==> src/rtl/pipeline_hazard_unit_pkg.sv <==
// Shared types and encodings for the pipeline hazard unit and its forwarding selectors.
package pipeline_hazard_unit_pkg;

    localparam int HZ_REG_AW = 5;

    typedef enum logic [1:0] {
        HZ_RUN   = 2'd0,
        HZ_STALL = 2'd1,
        HZ_FLUSH = 2'd2
    } hz_state_e;

    localparam logic [1:0] FWD_RF  = 2'd0;
    localparam logic [1:0] FWD_EX  = 2'd1;
    localparam logic [1:0] FWD_MEM = 2'd2;
    localparam logic [1:0] FWD_WB  = 2'd3;

endpackage

==> src/rtl/pipeline_hazard_unit_fwd_select.sv <==
// Operand bypass selector for one ID source; the youngest producing stage wins.
module fwd_select
    import pipeline_hazard_unit_pkg::*;
#(
    parameter int REG_AW = HZ_REG_AW
) (
    input  logic [REG_AW-1:0] src_addr_i,
    input  logic              src_use_i,
    input  logic [REG_AW-1:0] ex_rd_i,
    input  logic              ex_rf_le_i,
    input  logic              ex_l_i,
    input  logic [REG_AW-1:0] mem_rd_i,
    input  logic              mem_rf_le_i,
    input  logic [REG_AW-1:0] wb_rd_i,
    input  logic              wb_rf_le_i,
    output logic [1:0]        sel_o
);

    // A load in EX has no data yet, so it must not capture the EX bypass path.
    always_comb begin
        sel_o = FWD_RF;
        if (src_use_i && (src_addr_i != '0)) begin
            if (ex_rf_le_i && !ex_l_i && (src_addr_i == ex_rd_i)) begin
                sel_o = FWD_EX;
            end else if (mem_rf_le_i && (src_addr_i == mem_rd_i)) begin
                sel_o = FWD_MEM;
            end else if (wb_rf_le_i && (src_addr_i == wb_rd_i)) begin
                sel_o = FWD_WB;
            end
        end
    end

endmodule

==> src/rtl/pipeline_hazard_unit.sv <==
// Load-use stall, taken-branch flush and forwarding control for the pipeline registers.
// Optional performance counters are built when HAZ_PERF_CNT_EN is defined.
module pipeline_hazard_unit
    import pipeline_hazard_unit_pkg::*;
#(
    parameter int REG_AW    = HZ_REG_AW,
    parameter int MAX_STALL = 4,
    parameter int CNT_W     = 16
) (
    input  logic              clk,
    input  logic              reset,
    input  logic [REG_AW-1:0] id_ra,
    input  logic [REG_AW-1:0] id_rb,
    input  logic              id_use_a,
    input  logic              id_use_b,
    input  logic [REG_AW-1:0] ex_rd,
    input  logic              ex_rf_le,
    input  logic              ex_l,
    input  logic [REG_AW-1:0] mem_rd,
    input  logic              mem_rf_le,
    input  logic [REG_AW-1:0] wb_rd,
    input  logic              wb_rf_le,
    input  logic              ex_br_taken,
    input  logic              ex_nullify,
    output logic              pc_le,
    output logic              pc_sel,
    output logic              if_id_le,
    output logic              if_id_clr,
    output logic              id_ex_nop,
    output logic [1:0]        fwd_a_sel,
    output logic [1:0]        fwd_b_sel,
    output logic [1:0]        hz_state,
    output logic              hazard_err,
    output logic [CNT_W-1:0]  stall_count,
    output logic [CNT_W-1:0]  flush_count
);

    localparam int STALL_W = $clog2(MAX_STALL + 2);
    localparam logic [STALL_W-1:0] STALL_LIMIT = STALL_W'(MAX_STALL);
    localparam logic [STALL_W-1:0] STALL_SAT   = STALL_W'(MAX_STALL + 1);

    logic lu;
    logic hit_a;
    logic hit_b;

    hz_state_e          state_q, state_d;
    logic [STALL_W-1:0] stall_run_q, stall_run_d;
    logic               err_q, err_d;

    assign hit_a = id_use_a && (id_ra == ex_rd);
    assign hit_b = id_use_b && (id_rb == ex_rd);
    assign lu    = ex_l && ex_rf_le && (ex_rd != '0) && (hit_a || hit_b);

    // The delay slot already sitting in IF/ID proceeds unless the branch nullifies it.
    always_comb begin
        pc_le     = 1'b1;
        pc_sel    = 1'b0;
        if_id_le  = 1'b1;
        if_id_clr = 1'b0;
        id_ex_nop = 1'b0;
        if (ex_br_taken) begin
            pc_sel    = 1'b1;
            if_id_clr = 1'b1;
            id_ex_nop = ex_nullify;
        end else if (lu) begin
            pc_le     = 1'b0;
            if_id_le  = 1'b0;
            id_ex_nop = 1'b1;
        end
    end

    fwd_select #(.REG_AW(REG_AW)) u_fwd_a (
        .src_addr_i  (id_ra),
        .src_use_i   (id_use_a),
        .ex_rd_i     (ex_rd),
        .ex_rf_le_i  (ex_rf_le),
        .ex_l_i      (ex_l),
        .mem_rd_i    (mem_rd),
        .mem_rf_le_i (mem_rf_le),
        .wb_rd_i     (wb_rd),
        .wb_rf_le_i  (wb_rf_le),
        .sel_o       (fwd_a_sel)
    );

    fwd_select #(.REG_AW(REG_AW)) u_fwd_b (
        .src_addr_i  (id_rb),
        .src_use_i   (id_use_b),
        .ex_rd_i     (ex_rd),
        .ex_rf_le_i  (ex_rf_le),
        .ex_l_i      (ex_l),
        .mem_rd_i    (mem_rd),
        .mem_rf_le_i (mem_rf_le),
        .wb_rd_i     (wb_rd),
        .wb_rf_le_i  (wb_rf_le),
        .sel_o       (fwd_b_sel)
    );

    always_comb begin
        state_d = HZ_RUN;
        case (state_q)
            HZ_RUN: begin
                if (ex_br_taken)  state_d = HZ_FLUSH;
                else if (lu)      state_d = HZ_STALL;
            end
            HZ_STALL: begin
                if (ex_br_taken)  state_d = HZ_FLUSH;
                else if (lu)      state_d = HZ_STALL;
            end
            HZ_FLUSH: begin
                if (ex_br_taken)  state_d = HZ_FLUSH;
                else if (lu)      state_d = HZ_STALL;
            end
            default:              state_d = HZ_RUN;
        endcase
    end

    // Watchdog trips once a stall has lasted MAX_STALL cycles and is still pending.
    always_comb begin
        stall_run_d = '0;
        if (lu) begin
            stall_run_d = (stall_run_q == STALL_SAT) ? stall_run_q : stall_run_q + 1'b1;
        end
        err_d = err_q || (lu && (stall_run_q >= STALL_LIMIT));
    end

    always_ff @(posedge clk) begin
        if (reset) begin
            state_q     <= HZ_RUN;
            stall_run_q <= '0;
            err_q       <= 1'b0;
        end else begin
            state_q     <= state_d;
            stall_run_q <= stall_run_d;
            err_q       <= err_d;
        end
    end

    assign hz_state   = state_q;
    assign hazard_err = err_q;

`ifdef HAZ_PERF_CNT_EN
    logic [CNT_W-1:0] stall_count_q, stall_count_d;
    logic [CNT_W-1:0] flush_count_q, flush_count_d;

    always_comb begin
        stall_count_d = stall_count_q;
        flush_count_d = flush_count_q;
        if (lu && !ex_br_taken && (stall_count_q != '1)) begin
            stall_count_d = stall_count_q + 1'b1;
        end
        if (ex_br_taken && (flush_count_q != '1)) begin
            flush_count_d = flush_count_q + 1'b1;
        end
    end

    always_ff @(posedge clk) begin
        if (reset) begin
            stall_count_q <= '0;
            flush_count_q <= '0;
        end else begin
            stall_count_q <= stall_count_d;
            flush_count_q <= flush_count_d;
        end
    end

    assign stall_count = stall_count_q;
    assign flush_count = flush_count_q;
`else
    assign stall_count = '0;
    assign flush_count = '0;
`endif

endmodule

==> config.mk <==
export PLATFORM = sky130hd
export DESIGN_NAME = pipeline_hazard_unit
export DESIGN_NICKNAME = d
export VERILOG_FILES = /design/src/rtl/pipeline_hazard_unit_pkg.sv /design/src/rtl/pipeline_hazard_unit_fwd_select.sv /design/src/rtl/pipeline_hazard_unit.sv
export SDC_FILE = /design/constraint.sdc
export NUM_CORES = 1
export LEC_CHECK = 0
export BUFFER_PORTS_ARGS = -buffer_cell sky130_fd_sc_hd__buf_2
export CORE_MARGIN = 2
export CORE_UTILIZATION = 39
export DETAILED_ROUTE_END_ITERATION = 16
export GPL_TIMING_DRIVEN = 0
export PLACE_DENSITY = 0.78
export REMOVE_ABC_BUFFERS = 1
export SYNTH_ARGS = -nofsm -noshare
export SYNTH_HDL_FRONTEND = slang
export SYNTH_SLANG_ARGS = --single-unit
==> constraint.sdc <==
create_clock -name clk -period 1.5 [get_ports clk]
set_clock_uncertainty 0.05 [all_clocks]
set_input_delay 0.075 -clock clk [delete_from_list [all_inputs] [get_ports clk]]
set_output_delay 0.075 -clock clk [all_outputs]
set_load 0.005 [all_outputs]
## Word level (Yosys, flattened, before mapping)

Index checks and enable logic that the tools add are counted.

- Bits in registers: 6
- Input bits: 35
- Output and inout bits: 44
- Logic and storage cells: 58

- $add $sub $neg: 1
- Magnitude comparators: 1
- Eq/ne operators: 9
- Mux-type cells: 15
- Bitwise operators: 2
- Reduce and logical (&&, ||, !) cells: 26

Operators with widths:

| kind | number |
|---|---|
| 5-bit equality test | 6 |
| 2-bit 2-to-1 mux | 9 |
| 1-bit logical AND | 15 |
| 5-bit nonzero test | 3 |
| 1-bit 2-to-1 mux | 6 |
| 3-bit OR reduction | 2 |
| 2-bit OR reduction | 2 |
| 3-bit by 1-bit adder with 3-bit output (second input constant) | 1 |
| 3-bit equality test (second input constant) | 1 |
| 3-bit greater-or-equal comparator (second input constant) | 1 |
| 2-bit by 1-bit equality test with 1-bit output (second input constant) | 1 |
| 2-bit equality test (second input constant) | 1 |
| 2-bit zero test | 1 |
| 1-bit logical OR | 2 |
| 1-bit inverter | 2 |
| 1-bit zero test | 1 |

## Longest topological paths before layout

- Depth after elaboration: 6
- Gate-level depth with buffers: 5
- Mapped depth without buffers: 5

## By module

Synthesis repeated with hierarchy kept, for this count alone.

- Cell total of the unflattened synthesis: 134
- Area, all modules: 1118.6 um2

By module, submodules not included:

| module | instances | cells an instance | area each (um2) | seq. area each (um2) |
|---|---|---|---|---|
| pipeline_hazard_unit | 1 | 80 | 678.2 | 120.1 |
| fwd_select | 2 | 27 | 220.2 | 0.0 |

## Worst setup path after synthesis

Ideal clock, no wire load.

- Kind: input -> output
- From: input port ex_rd[2]
- To: output port pc_le
- Data arrival time: 0.996 ns
- Data required time: 1.375 ns
- Path slack: 0.379 ns
- Cell stages on the path: 4
- Path through: or3_1 > o311a_1 > nand3_1 > buf_4

- Longest elaborated chain between the ends: 6

RTL lines:

| item | line | source |
|---|---|---|
| start, declared | pipeline_hazard_unit.sv:16 | `input logic [REG_AW-1:0] ex_rd,` |
| 5-bit equality test, on equally long branches | pipeline_hazard_unit.sv:50, pipeline_hazard_unit.sv:51 |  |
| 1-bit logical AND, on equally long branches | pipeline_hazard_unit.sv:50, pipeline_hazard_unit.sv:51 |  |
| 1-bit logical OR | pipeline_hazard_unit.sv:52 | `assign lu = ex_l && ex_rf_le && (ex_rd != '0) && (hit_a \|\| hit_b);` |
| 1-bit logical AND (*) | pipeline_hazard_unit.sv:52 |  |
| 1-bit 2-to-1 mux (*) (2 in series) | - |  |
| end, declared | pipeline_hazard_unit.sv:25 | `output logic pc_le,` |

Mark *: on every way between the ends. The rest lies on a longest branch, timed or not.

## Final worst setup path

- From: input port id_rb[2]
- To: output port fwd_b_sel[1]

- Longest elaborated chain between the ends: 6

RTL lines:

| item | line | source |
|---|---|---|
| start, declared | pipeline_hazard_unit.sv:13 | `input logic [REG_AW-1:0] id_rb,` |
| 5-bit equality test | pipeline_hazard_unit_fwd_select.sv:27 | `end else if (wb_rf_le_i && (src_addr_i == wb_rd_i)) begin` |
| 1-bit logical AND | pipeline_hazard_unit_fwd_select.sv:27 |  |
| 2-bit 2-to-1 mux | pipeline_hazard_unit_fwd_select.sv:27 |  |
| 2-bit 2-to-1 mux | pipeline_hazard_unit_fwd_select.sv:25 | `end else if (mem_rf_le_i && (src_addr_i == mem_rd_i)) begin` |
| 2-bit 2-to-1 mux | pipeline_hazard_unit_fwd_select.sv:23 | `if (ex_rf_le_i && !ex_l_i && (src_addr_i == ex_rd_i)) begin` |
| 2-bit 2-to-1 mux (*) | pipeline_hazard_unit_fwd_select.sv:22 | `if (src_use_i && (src_addr_i != '0)) begin` |
| end, declared | pipeline_hazard_unit.sv:31 | `output logic [1:0] fwd_b_sel,` |

Marked as above.

==> flow_summary.rst <==
.. list-table::
   :header-rows: 1

   * - Metric
     - Value
   * - Static power due to leakage
     - 0.5611 nW
   * - Via count of the first global-routing pass
     - 735
   * - Number of rows created at floorplan
     - 17
   * - Number of setup violations in the final report
     - 0
   * - WL/cell
     - 10.78 um
   * - CP peak stage delay
     - 0.38 ns
   * - Post-Route Utilization
     - 0.4956
   * - Design area
     - 1117 um^2
   * - Count of state elements after synthesis
     - 6
   * - Diode insertion count for antenna repair
     - 0
   * - Die Outline Area
     - 2863 um^2
   * - Clock tree root driver cell
     - sky130_fd_sc_hd__clkbuf_4
   * - Buf/Inv on CP
     - 2
   * - Final worst-path cycle share
     - 0.9604
   * - Synthesized-area fraction occupied by xor and xnor cells
     - 0.2840
   * - Quantity of gates resized following cts
     - 0
   * - Count of distinct cell types in the synthesized netlist
     - 24
   * - Required @ worst endpoint
     - 1.37 ns
   * - Endpoint class of the critical path
     - output port
   * - Result of the run
     - complete, no violations
   * - Area of combinational cells with multiple inputs
     - 681.9 um^2
   * - Die height
     - 53.51 um
   * - Register-to-register path setup slack
     - 0.44 ns
   * - FF-to-FF Start
     - stall_run_q[1]$_SDFFE_PP0P_
   * - Final hold slack
     - 0.2996 ns
   * - Number of buffers between clock root and the deepest sink
     - 2
   * - Max Slew Vio Count
     - 0
   * - Synthesis warning total
     - 0
   * - I/O pin count
     - 79
   * - Post-CTS clock slew at the launch and capture registers of the worst setup and hold paths
     - 0.05 ns
   * - Pin count of the biggest net entering global routing
     - 6
   * - Simple-Gate Fraction of Synth Area
     - 0.2029
   * - Die Width
     - 53.51 um
   * - Initial standard-cell utilization of the core
     - 0.4240
   * - Number of hold violations in the final report
     - 0
   * - WS Path Type
     - primary input to output port
   * - Total design power
     - 519.1 uW
   * - Clock latency on the worst-skew pair
     - 0.24 ns
   * - Setup Total Neg Slack
     - 0 ns
   * - Number of buffers inserted by post-CTS setup repair
     - 0
   * - Data arrival time at the worst-slack endpoint
     - 1.32 ns
   * - Cell count after placement
     - 195
   * - Input/output buffers
     - 46
   * - Fraction of final layout cells with drive strength greater than 1
     - 0.2907
   * - Clock tree from TritonCTS
     - done
   * - Number of DRC markers after the initial detailed-route iteration
     - 5
   * - Clock Sink Count
     - 6
   * - Post-synthesis instance total
     - 125
   * - Num CTS Buffers
     - 3
   * - Combinational family with the most area after synthesis
     - XOR/XNOR gates
   * - Area of the core
     - 2255 um^2
   * - Setup repair after global routing missed its margin
     - false
   * - Minimum period implied by the final worst setup slack
     - 1.441 ns
   * - Master of the slowest instance on the critical path
     - sky130_fd_sc_hd__nor4_1
   * - Vias post-DR
     - 873
   * - CP dominant cell by count
     - sky130_fd_sc_hd__buf_2
   * - Post-placement worst setup slack
     - 0.05079 ns
   * - Drt drc
     - 0
   * - CP Max Fanout
     - 4
   * - Routed Antenna Nets
     - 0
   * - Terminus of the critical flop-to-flop path
     - stall_run_q[1]$_SDFFE_PP0P_
   * - Final Wtd Congestion
     - 0.7354
   * - Number of levels in the clock H-tree
     - 1
   * - Post-DR vias/cell
     - 4.365
   * - Maximum frequency from static timing analysis
     - 694.2 MHz
   * - Worst reg2reg path depth
     - 5
   * - Startpoint type of the worst setup path
     - primary input
   * - Adder-cell area share of the yosys netlist
     - 0.02618
   * - Count of nets after finishing
     - 211
   * - Worst Hold Endpoint
     - stall_run_q[0]$_SDFFE_PP0P_
   * - PD cells
     - 464.6 nW/um^2
   * - Area Overhead vs Synth
     - 16.88%
   * - Total cell area at the placement stage
     - 1075 um^2
   * - Register area share after synthesis
     - 0.1257
   * - Beginning of the worst hold path
     - ex_rf_le
   * - Filler Cell Count
     - 246
   * - Cell class contributing the biggest share of worst-path delay
     - simple AND/OR/NAND/NOR gates
   * - Largest vdd supply drop
     - 0.4884 mV
   * - Hold Path Stages
     - 4
   * - Initial antenna violation count
     - 0
   * - Average footprint of a synthesized cell
     - 7.647 um^2
   * - Wire length of the first global-routing pass
     - 2960 um
   * - Finished Layout Cells
     - 200
   * - Max cap viols
     - 0
   * - Overall routing resource usage
     - 0.1422
   * - Final wirelength
     - 2155 um
   * - Crit path setup slack, layout
     - 0.05941 ns
   * - Synth Area in Compound Gates
     - 0.07461
   * - FF/Latch Area
     - 120.1 um^2
   * - Grt ovf
     - 0
   * - Cell Chain, Critical Path
     - buf_2 -> xor2_1 -> nor4_1 -> and3_1 -> nor2b_1 -> nor3_1 -> buf_2
   * - Class of the worst hold path
     - primary input to flip-flop
   * - Detailed placer's ending HPWL
     - 1901 um
   * - Mux share of post-synthesis cell area
     - 0
   * - Combined area of all synthesized cells
     - 955.9 um^2
   * - Iteration count of the initial detailed-routing pass
     - 4
==> final cells by class <==
class	instances	area share
multi-input combinational	113	0.6103
timing repair buffer	48	0.2240
sequential	6	0.1075
tap	28	0.03136
clock buffer	3	0.02016
inverter	2	0.006719
==> per-layer routing <==
layer  GRT usage  up-vias  wire (um)
met2      0.2551       55       1008
li1            -      446          -
met5           0        -          0
met3     0.01130        4        237
met1      0.1599      368        875
met4     0.08974        0         33
==> worst min-delay path: stages <==
cell	delay, ns
sky130_fd_sc_hd__buf_2	0.11
sky130_fd_sc_hd__o311a_1	0.13
sky130_fd_sc_hd__nand3b_1	0.17
sky130_fd_sc_hd__nor2_1	0.06
==> cell usage after synthesis <==
cell type,number,share of area
sky130_fd_sc_hd__a211oi_1,3,0.024
sky130_fd_sc_hd__a21oi_1,2,0.010
sky130_fd_sc_hd__a31oi_1,1,0.0065
sky130_fd_sc_hd__and3_1,2,0.013
sky130_fd_sc_hd__buf_4,35,0.27
sky130_fd_sc_hd__conb_1,1,0.0039
sky130_fd_sc_hd__dfxtp_1,6,0.13
sky130_fd_sc_hd__ha_1,2,0.026
sky130_fd_sc_hd__inv_1,2,0.0079
sky130_fd_sc_hd__nand2_1,6,0.024
sky130_fd_sc_hd__nand2b_1,1,0.0065
sky130_fd_sc_hd__nand3_1,7,0.037
sky130_fd_sc_hd__nand3b_1,1,0.0079
sky130_fd_sc_hd__nor2_1,7,0.027
sky130_fd_sc_hd__nor2b_1,2,0.013
sky130_fd_sc_hd__nor3_1,5,0.026
sky130_fd_sc_hd__nor4_1,4,0.026
sky130_fd_sc_hd__o21ai_0,2,0.010
sky130_fd_sc_hd__o22ai_2,1,0.013
sky130_fd_sc_hd__o311a_1,1,0.010
sky130_fd_sc_hd__or3_1,1,0.0065
sky130_fd_sc_hd__or4_1,2,0.016
sky130_fd_sc_hd__xnor2_1,15,0.14
sky130_fd_sc_hd__xor2_1,16,0.15
==> power by group <==
part	internal, mW	total, mW	switching [mW]
clock	0.0902	0.143	0.0532
combinational	0.0968	0.213	0.116
sequential	0.162	0.163	0.00129
==> placed cells by master, fill, tap and decap left out, drive strengths merged, types with 3 or more instances in the layout <==
cell type	Yosys	routed
nand3	7	7
a211oi	3	3
dfxtp	6	6
nor2	7	7
nor3	5	5
xor2	16	16
conb	1	32
xnor2	15	15
nand2	6	6
nor4	4	4
clkbuf	0	3
buf	35	46
==> worst max-delay path by stage <==
| stage | from | to | slack (ns) | cells after the start |
|---|---|---|---|---|
| final | id_rb[2] | fwd_b_sel[1] | 0.06 | 7 |
| after global routing | id_rb[2] | fwd_b_sel[1] | 0.007 | 7 |
| after floorplan | ex_rd[2] | stall_run_q[2]$_SDFFE_PP0P_ | 0.39 | 4 |
| after detailed placement | id_rb[2] | fwd_b_sel[1] | 0.05 | 7 |
| after global placement | id_rb[2] | fwd_b_sel[1] | 0.06 | 7 |
| after CTS | id_rb[2] | fwd_b_sel[1] | 0.05 | 7 |
==> kinds of logic after synthesis <==
| group | after synthesis |
|---|---|
| xor+xnor | 31 |
| compound gates | 10 |
| buf+inv | 37 |
| other cells | 1 |
| fa+ha+maj | 2 |
| simple gates | 38 |
| flops | 6 |
==> timing repair <==
action                                 4_1_cts  5_1_grt
endpoints found under the hold margin        3        0
setup endpoints to repair                    0        0
hold buffers                                 2        0
==> registers in the layout, indices dropped and copies added, names as in the netlist <==
signal,cells
hazard_err,1
stall_run_q,3
hz_state,2
No activity file was read; power rests on OpenSTA's default activity.
